==> src/rtl/timer_pkg.sv <==
// Shared definitions for the multi-channel timer: mode encodings,
// default sizes and the config-address width helper.
package timer_pkg;

  typedef enum logic [1:0] {
    MODE_WRAP     = 2'b00,
    MODE_SAT      = 2'b01,
    MODE_ONESHOT  = 2'b10,
    MODE_PERIODIC = 2'b11
  } mode_e;

  localparam int DEF_CHANNELS = 4;
  localparam int DEF_WIDTH    = 16;
  localparam int DEF_PRE_W    = 8;

  // A single channel still gets a 1-bit address so the port never collapses.
  function automatic int ch_w(input int n);
    return (n > 1) ? $clog2(n) : 1;
  endfunction

endpackage

==> src/rtl/timer_chan.sv <==
// One timer channel: count, enable delay, config registers and the
// mode-dependent match/done logic. Advances only when eligible_o-style gating holds.
module timer_chan
  import timer_pkg::*;
#(
  parameter int WIDTH = DEF_WIDTH
) (
  input  logic             clock,
  input  logic             reset,
  input  logic             tick_i,
  input  logic             en_i,
  input  logic             clr_i,
  input  logic             cfg_we_i,
  input  mode_e            cfg_mode_i,
  input  logic [WIDTH-1:0] cfg_cmp_i,
  output logic [WIDTH-1:0] cnt_o,
  output logic             valid_o,
  output logic             match_o,
  output logic             done_o
);

  localparam logic [WIDTH-1:0] ONE = WIDTH'(1);

  logic [WIDTH-1:0] cnt_q, cnt_d;
  logic [WIDTH-1:0] cmp_q, cmp_d;
  mode_e            mode_q, mode_d;
  logic             en_d_q;
  logic             match_q, match_d;
  logic             done_q, done_d;
  logic [WIDTH-1:0] nxt;
  logic             elig;

  assign nxt  = cnt_q + ONE;
  // The enable must have been high on the previous edge too.
  assign elig = en_i && en_d_q && tick_i;

  always_comb begin
    cnt_d   = cnt_q;
    done_d  = done_q;
    match_d = 1'b0;
    if (clr_i) begin
      cnt_d  = '0;
      done_d = 1'b0;
    end else if (elig) begin
      unique case (mode_q)
        MODE_WRAP: begin
          cnt_d   = nxt;
          match_d = (nxt == cmp_q);
        end
        MODE_SAT: begin
          if (cnt_q != '1) begin
            cnt_d   = nxt;
            match_d = (nxt == cmp_q);
          end
        end
        MODE_ONESHOT: begin
          if (!done_q) begin
            if (cnt_q == cmp_q) begin
              done_d  = 1'b1;
              match_d = 1'b1;
            end else begin
              cnt_d = nxt;
              if (nxt == cmp_q) begin
                done_d  = 1'b1;
                match_d = 1'b1;
              end
            end
          end
        end
        MODE_PERIODIC: begin
          if (cnt_q >= cmp_q) begin
            cnt_d   = '0;
            match_d = 1'b1;
          end else begin
            cnt_d = nxt;
          end
        end
        default: cnt_d = cnt_q;
      endcase
    end
  end

  // A config write lands at the edge, so this cycle's increment still sees the old values.
  always_comb begin
    mode_d = mode_q;
    cmp_d  = cmp_q;
    if (cfg_we_i) begin
      mode_d = cfg_mode_i;
      cmp_d  = cfg_cmp_i;
    end
  end

  always_ff @(posedge clock) begin
    if (!reset) begin
      cnt_q   <= '0;
      cmp_q   <= '1;
      mode_q  <= MODE_WRAP;
      en_d_q  <= 1'b0;
      match_q <= 1'b0;
      done_q  <= 1'b0;
    end else begin
      cnt_q   <= cnt_d;
      cmp_q   <= cmp_d;
      mode_q  <= mode_d;
      en_d_q  <= en_i;
      match_q <= match_d;
      done_q  <= done_d;
    end
  end

  assign cnt_o   = cnt_q;
  assign valid_o = en_d_q;
  assign match_o = match_q;
  assign done_o  = done_q;

endmodule

==> src/rtl/timer_multi.sv <==
// Multi-channel cycle timer: shared prescaler, config address decode and
// an array of independent timer_chan instances.
module timer_multi
  import timer_pkg::*;
#(
  parameter  int CHANNELS = DEF_CHANNELS,
  parameter  int WIDTH    = DEF_WIDTH,
  parameter  int PRE_W    = DEF_PRE_W,
  localparam int CH_W     = ch_w(CHANNELS)
) (
  input  logic                      clock,
  input  logic                      reset,
  input  logic [PRE_W-1:0]          prescale,
  input  logic [CHANNELS-1:0]       t_en,
  input  logic [CHANNELS-1:0]       t_clr,
  input  logic                      cfg_we,
  input  logic [CH_W-1:0]           cfg_ch,
  input  logic [1:0]                cfg_mode,
  input  logic [WIDTH-1:0]          cfg_cmp,
  output logic [CHANNELS-1:0]       t_valid,
  output logic [CHANNELS*WIDTH-1:0] t_out,
  output logic [CHANNELS-1:0]       t_match,
  output logic [CHANNELS-1:0]       t_done
);

  localparam logic [PRE_W-1:0] PRE_ONE = PRE_W'(1);

  logic [PRE_W-1:0]                pre_cnt_q, pre_cnt_d;
  logic                            tick;
  logic [CHANNELS-1:0]             cfg_sel;
  logic [CHANNELS-1:0][WIDTH-1:0]  cnt;

  // >= rather than == so lowering prescale mid-period cannot strand the counter.
  always_comb begin
    tick      = (pre_cnt_q >= prescale);
    pre_cnt_d = tick ? '0 : pre_cnt_q + PRE_ONE;
  end

  always_ff @(posedge clock) begin
    if (!reset) pre_cnt_q <= '0;
    else        pre_cnt_q <= pre_cnt_d;
  end

  // Addresses at or beyond CHANNELS match no instance and are dropped.
  always_comb begin
    cfg_sel = '0;
    for (int k = 0; k < CHANNELS; k++)
      cfg_sel[k] = cfg_we && (int'(cfg_ch) == k);
  end

  for (genvar k = 0; k < CHANNELS; k++) begin : g_ch
    timer_chan #(
      .WIDTH(WIDTH)
    ) u_chan (
      .clock      (clock),
      .reset      (reset),
      .tick_i     (tick),
      .en_i       (t_en[k]),
      .clr_i      (t_clr[k]),
      .cfg_we_i   (cfg_sel[k]),
      .cfg_mode_i (mode_e'(cfg_mode)),
      .cfg_cmp_i  (cfg_cmp),
      .cnt_o      (cnt[k]),
      .valid_o    (t_valid[k]),
      .match_o    (t_match[k]),
      .done_o     (t_done[k])
    );
  end

  assign t_out = cnt;

endmodule

==> config.mk <==
export PLATFORM = sky130hd
export DESIGN_NAME = timer_multi
export DESIGN_NICKNAME = d
export VERILOG_FILES = /design/src/rtl/timer_pkg.sv /design/src/rtl/timer_chan.sv /design/src/rtl/timer_multi.sv
export SDC_FILE = /design/constraint.sdc
export NUM_CORES = 1
export LEC_CHECK = 0
export BUFFER_PORTS_ARGS = -buffer_cell sky130_fd_sc_hd__buf_2
export CORE_ASPECT_RATIO = 1.5
export CORE_MARGIN = 2
export CORE_UTILIZATION = 30
export CTS_BUF_LIST = sky130_fd_sc_hd__clkbuf_4
export DETAILED_ROUTE_END_ITERATION = 16
export PLACE_DENSITY = 0.44
export SLEW_MARGIN = 20
export SYNTH_ARGS = -nofsm -noshare
export SYNTH_HDL_FRONTEND = slang
export SYNTH_HIERARCHICAL = 1
export SYNTH_SLANG_ARGS = --single-unit
==> constraint.sdc <==
create_clock -name clock -period 4 [get_ports clock]
set_clock_uncertainty 0.15 [all_clocks]
set_input_delay 0.4 -clock clock [delete_from_list [all_inputs] [get_ports clock]]
set_output_delay 0.4 -clock clock [all_outputs]
set_load 0.05 [all_outputs]
; ---- Yosys cells after proc, flatten, opt, wreduce, memory -nomap -nowiden
; Index checks and enable logic that the tools add are counted.
[totals]
word_cells = 161
regBits = 156
in_bits = 39
[op_classes]
magnitude_cmp = 5
add_sub_neg = 5
mux = 48
eq_ne = 39
bitwise_logic = 5
n_reduce_logical = 34
[ops]
columns = op, count
row1 = 16-bit 2-to-1 mux, 16
row2 = 16-bit case mux with 4 select lines, 4
row3 = 16-bit == test, 8
row4 = 16-bit by 1-bit adder with 16-bit output (second input constant), 4
row5 = 16-bit greater-or-equal comparator, 4
row6 = 16-bit != test (second input constant), 4
row7 = 1-bit 2-to-1 mux, 24
row8 = 2-bit == test (second input constant), 10
row9 = 2-bit != test (second input constant), 8
row10 = 1-bit case mux with 4 select lines, 4
row11 = 4-bit AND reduction, 4
row12 = 1-bit logical AND, 12
row13 = 3-bit OR reduction, 4
row14 = 2-bit by 1-bit == test with 1-bit output (second input constant), 5
row15 = 2-bit zero test, 5
row16 = 2-bit OR reduction, 5
row17 = 8-bit by 1-bit adder with 8-bit output (second input constant), 1
row18 = 8-bit greater-or-equal comparator, 1
row19 = 2-bit by 1-bit != test with 1-bit output (second input constant), 4
row20 = 2-bit AND reduction, 4
row21 = 1-bit inverter, 5

; ---- Depth between registers and ports, before layout
[depth]
word_depth = 6
ltp_mapped = 11

; ---- Hierarchy
; The synthesis kept the hierarchy.
[by_module_without_submodules]
columns = module, area_per_inst_um2, cells_each, n_inst, seq_area_each_um2
row1 = timer_chan (g_ch[0].u_chan ...), 2582.5, 326, 3, 740.7
row2 = timer_chan (g_ch[1].u_chan), 2586.2, 340, 1, 740.7
row3 = timer_multi, 560.5, 63, 1, 160.2

; ---- Least setup slack after synthesis
; Ideal clock, no wire load.
[synth_timing]
path_type = reg2reg
start = register g_ch[1].u_chan.cnt_q[0]
end = register g_ch[1].u_chan.cnt_q[6]
path_slack_ns = 1.043
arrival_time_ns = 2.675
stages_incl_launch_ff = 11
path_cell_list = dfxtp_1 -> inv_1 -> ha_1 -> nand4_1 -> or2_2 -> a21o_1 -> a211oi_1 -> nor2_1 -> clkbuf_1 -> nand3_1 -> a31oi_1
[synth_via]
elab_chain_len = 4
[synth_rtl]
columns = element, line
row1 = from (decl), timer_chan.sv:24  ; logic [WIDTH-1:0] cnt_q, cnt_d;
row2 = from (signal assigned), timer_chan.sv:102  ; cnt_q <= cnt_d;
row3 = 16-bit by 1-bit adder with 16-bit output, timer_chan.sv:33  ; assign nxt = cnt_q + ONE;
row4 = 16-bit 2-to-1 mux, timer_chan.sv:58  ; if (cnt_q == cmp_q) begin
row5 = 16-bit 2-to-1 mux, timer_chan.sv:57  ; if (!done_q) begin
row6 = 16-bit case mux with 4 select lines, timer_chan.sv:45  ; unique case (mode_q)
; Parallel ways exist; a longest one is shown, timed or not. The select of a mux whose other input is x is not followed.
; A chain may end at the register's enable or synchronous reset.

; ---- Worst setup path in the final report
[layout_timing]
start = register pre_cnt_q[0]
end = register g_ch[2].u_chan.cnt_q[5]
[layout_via]
elab_chain_len = 3
[layout_rtl]
columns = element, line
row1 = from (decl), timer_multi.sv:28  ; logic [PRE_W-1:0] pre_cnt_q, pre_cnt_d;
row2 = from (signal assigned), timer_multi.sv:41  ; else pre_cnt_q <= pre_cnt_d;
row3 = 8-bit greater-or-equal comparator, timer_multi.sv:35  ; tick = (pre_cnt_q >= prescale);
row4 = named net tick, timer_multi.sv:29  ; logic tick;
row5 = 1-bit logical AND, timer_chan.sv:35  ; assign elig = en_i && en_d_q && tick_i;
row6 = 4-bit AND reduction (no line), n/a
row7 = to (signal assigned), timer_chan.sv:102
row8 = to (decl), timer_chan.sv:24
; The timed path passes the listed nets, and every way through them passes these cells.

==> qor.yml <==
run_status:
  run_status: "completed"
sta:
  tightestPinTransition_ns: 0.926
  unrepaired_setup_endpoints_after_global_routing: "no"
  timing_hold_violations_final: 0
  timing.final.ws_setup_ns: 0.720
  final_max_slew_viol_count: 0
  fin_hold_ws_ns: 0.0689
  timing.final.crit_period_ns: 3.28
  tns_ns: 0
  timing.fmax_ghz: 0.305
  finalSetupViolations: 0
  slew_headroom_pct: 38.0
  timing.final.crit_share_pct: 82.0
synthesis:
  syn_area_per_cell_um2: 7.89
  synthDistinctLibCells: 58
  synth.net_count: 1497
  synthArstFlopShare_pct: 0
  ys.flop_type: "dfxtp_1"
  synth.yosys.warnings: 6
  synth_cells: 1381
  synth-edff-count: 0
  ys_ff_latch: 156
  mappedNetlistArea_um2: 10900
  yosysSeqAreaShare_pct: 28.7
worst_setup_path:
  timing.critical_path.from_type: "register"
  critPathKind: "register to register"
  timing.reg2reg.setup_slack_ns: 0.72
  arrival_ns: 3.68
  worstReg2RegStart: "pre_cnt_q[0]$_SDFF_PP0_"
  worst_path_maximum_fanout: 12
  cp-end-kind: "register"
  worstReg2RegEnd: "g_ch[2].u_chan/cnt_o[5]$_SDFFE_PP0P_"
  worst_r2r_path_depth: 10
  required_ns: 4.40
routing:
  drtAntennaViolNets: 0
  drt_first_iter_violations: 518
  detailedRoute.firstPassIterationCount: 5
  drcViolationCount: 0
  routed_wirelength_um: 37200
  avgRoutedWirePerCell_um: 18.8
  post_drt_via_cell_ratio: 5.29
  vias: 10464
placed_design:
  buffer_ports.inserted: 114
  detailedPlace.worstSlack_ns: 0.680
  placedInstanceArea_um2: 11900
  globalplace.congestion: 0.850
  detailedPlacementHpwl_um: 28800
cts:
  post_cts_resized: 0
  tritoncts: "yes"
  ctsHoldBuffers: 27
  clk_root_buffer_cell: "clkbuf_4"
  postCtsSetupBuffers: 0
  cts_inserted_buffers: 17
  cts.sink_count: 156
  insertion_delay_ns: 0.63
  cts.reportedPaths.clkPinSlew_ns: 0.15
  clockBufferDepth: 2
  cts_max_level: 4
hold_path:
  hold_end: "g_ch[0].u_chan/cmp_q[6]$_SDFFE_PN1P_"
  hp-class: "primary input to register"
  worst_hold_path.num_cells: 4
  holdCritStartpoint: "cfg_ch[1]"
layout:
  area.growth.synth_to_final_pct: 14.8
  final_nets: 1600
  num-fill-cells: 3866
  cell_area_after_layout_um2: 12500
  fraction_of_final_layout_cells_with_drive_strength_greater_than_1_pct: 14.9
die:
  core_region_area_um2: 35800
  rows: 85
  design.die.area_um2: 37900
  ioPinCount: 115
  die_height_um: 237
  floorplan.die.width_um: 160
  initial_core_util_pct: 30.4
power_and_ir_drop:
  vdd_ir_drop_max_v: 0.000175
  pleak_nw: 4.87
  power.density_nw_per_um2: 247
global_routing:
  first_global_vias: 10208
  grt_start_max_net_pins: 52
  grt_pass1_wl_um: 58500
  grtUsageTotal_pct: 19.7
  global_route.overflow_total: 0
  antenna_violations_before_repair: 1
job:
  max_cap_violation_count: 0
[layout make-up]
| cell class | count | area, um^2 | area share [%] |
|---|---|---|---|
| clock inverter | 13 | 173 | 1.38 |
| sequential | 156 | 3120 | 25.0 |
| antenna | 2 | 5.00 | 0.0400 |
| tap | 478 | 598 | 4.78 |
| multi-input combinational | 1059 | 7110 | 56.8 |
| timing repair buffer | 168 | 1060 | 8.44 |
| clock buffer | 19 | 143 | 1.14 |
| inverter | 82 | 308 | 2.46 |
[placed cells by master (no fill, tap or decap), types with 9 or more instances in the layout]
cell type        n
clkbuf_4        19
or3_1           26
nor2b_1         28
nand2b_1         9
nor2_1          65
nor4_1          22
dlygate4sd3_1   27
xnor2_1         41
nand3_1        101
nand2_1        181
buf_2          114
xor2_1          37
mux2i_1         16
inv_1           82
or2_2            9
buf_4           26
a31oi_1         56
o211ai_1        68
nand4_1         45
nor3_1          13
and3_1          14
ha_1            77
or4_1           12
o21ai_0         46
dfxtp_1        156
a21oi_1         41
[registers in the layout, indices dropped and copies added (netlist names)]
| name | cells |
|---|---|
| g_ch.u_chan/cmp_q | 64 |
| g_ch.u_chan/valid_o | 4 |
| g_ch.u_chan/done_o | 4 |
| pre_cnt_q | 8 |
| g_ch.u_chan/mode_q | 8 |
| g_ch.u_chan/match_o | 4 |
| g_ch.u_chan/cnt_o | 64 |
[worst max path at each step]
stage                                                      from                                   end  slack [ns]  cells after the start
after floorplan            g_ch[1].u_chan/cnt_o[0]$_SDFFE_PP0P_  g_ch[1].u_chan/cnt_o[6]$_SDFFE_PP0P_        1.04                     10
after global placement                              prescale[3]  g_ch[2].u_chan/cnt_o[5]$_SDFFE_PP0P_        0.75                     11
after detailed placement                            prescale[3]  g_ch[2].u_chan/cnt_o[5]$_SDFFE_PP0P_        0.68                     11
after CTS                               pre_cnt_q[0]$_SDFF_PP0_  g_ch[2].u_chan/cnt_o[5]$_SDFFE_PP0P_        0.71                     10
after global routing      g_ch[1].u_chan/cmp_q[11]$_SDFFE_PN1P_  g_ch[1].u_chan/cnt_o[2]$_SDFFE_PP0P_        0.41                      9
final                                   pre_cnt_q[0]$_SDFF_PP0_  g_ch[2].u_chan/cnt_o[5]$_SDFFE_PP0P_        0.72                     10
[synth_stat cells (28+ instances only)]
library cell  number  share of area (%)
a21oi_1           41                1.9
nand2_1          181                6.2
xor2_1            37                3.0
nor2_1            66                2.3
dfxtp_1          156                 29
clkbuf_1          52                1.8
o211ai_1          68                4.7
xnor2_1           41                3.3
nand4_1           45                2.6
a31oi_1           56                3.2
nor2b_1           28                1.6
o21ai_0           46                2.1
ha_1              77                8.8
nand3_1          101                4.6
inv_1             82                2.8
[critical path: stages, from the launching register on]
cell	delay (ns)
dfxtp_1	0.45
inv_1	0.07
ha_1	0.26
nand2b_1	0.15
a21oi_4	0.08
o31ai_1	0.26
buf_4	0.22
and3_1	0.28
nand3_1	0.38
or4_2	0.75
a31oi_1	0.16
[kinds of logic after synthesis]
group | share of synthesized area, %
xor gates and xnor gates | 6.27
DFF | 28.7
and+or+nand+nor | 29.5
muxes | 2.19
AOI/OAI and AO/OA | 18.4
buffers and inverters | 6.19
adders and majority gates | 8.84
[through the flow]
| step | power, mW | util [%] | instances |
|---|---|---|---|
| global route | 3.24 | 34.9 | 1976 |
| global placement | 1.97 | 33.3 | 1916 |
| floorplan | 1.85 | - | 1381 |
| CTS | 3.16 | 34.9 | 1975 |
| detailed placement | 1.97 | 33.3 | 1916 |
| finish | 3.10 | 34.9 | 1977 |
[report_power, final]
group	total [mW]	internal (mW)	leakage [nW]	switching [mW]
sequential	1.63	1.59	1.27	0.0387
combinational	0.319	0.130	3.43	0.189
clock	1.14	0.504	0.172	0.639
[routing by layer]
| layer | vias up | track usage, % | share of wire [%] |
|---|---|---|---|
| li1 | 5247 | - | - |
| met1 | 4964 | 21.9 | 41 |
| met2 | 196 | 37.3 | 53 |
| met3 | 57 | 3.21 | 2.9 |
| met4 | 0 | 7.55 | 3.1 |
| met5 | - | 0 | 0 |
Power figures use the tool's default switching activity.
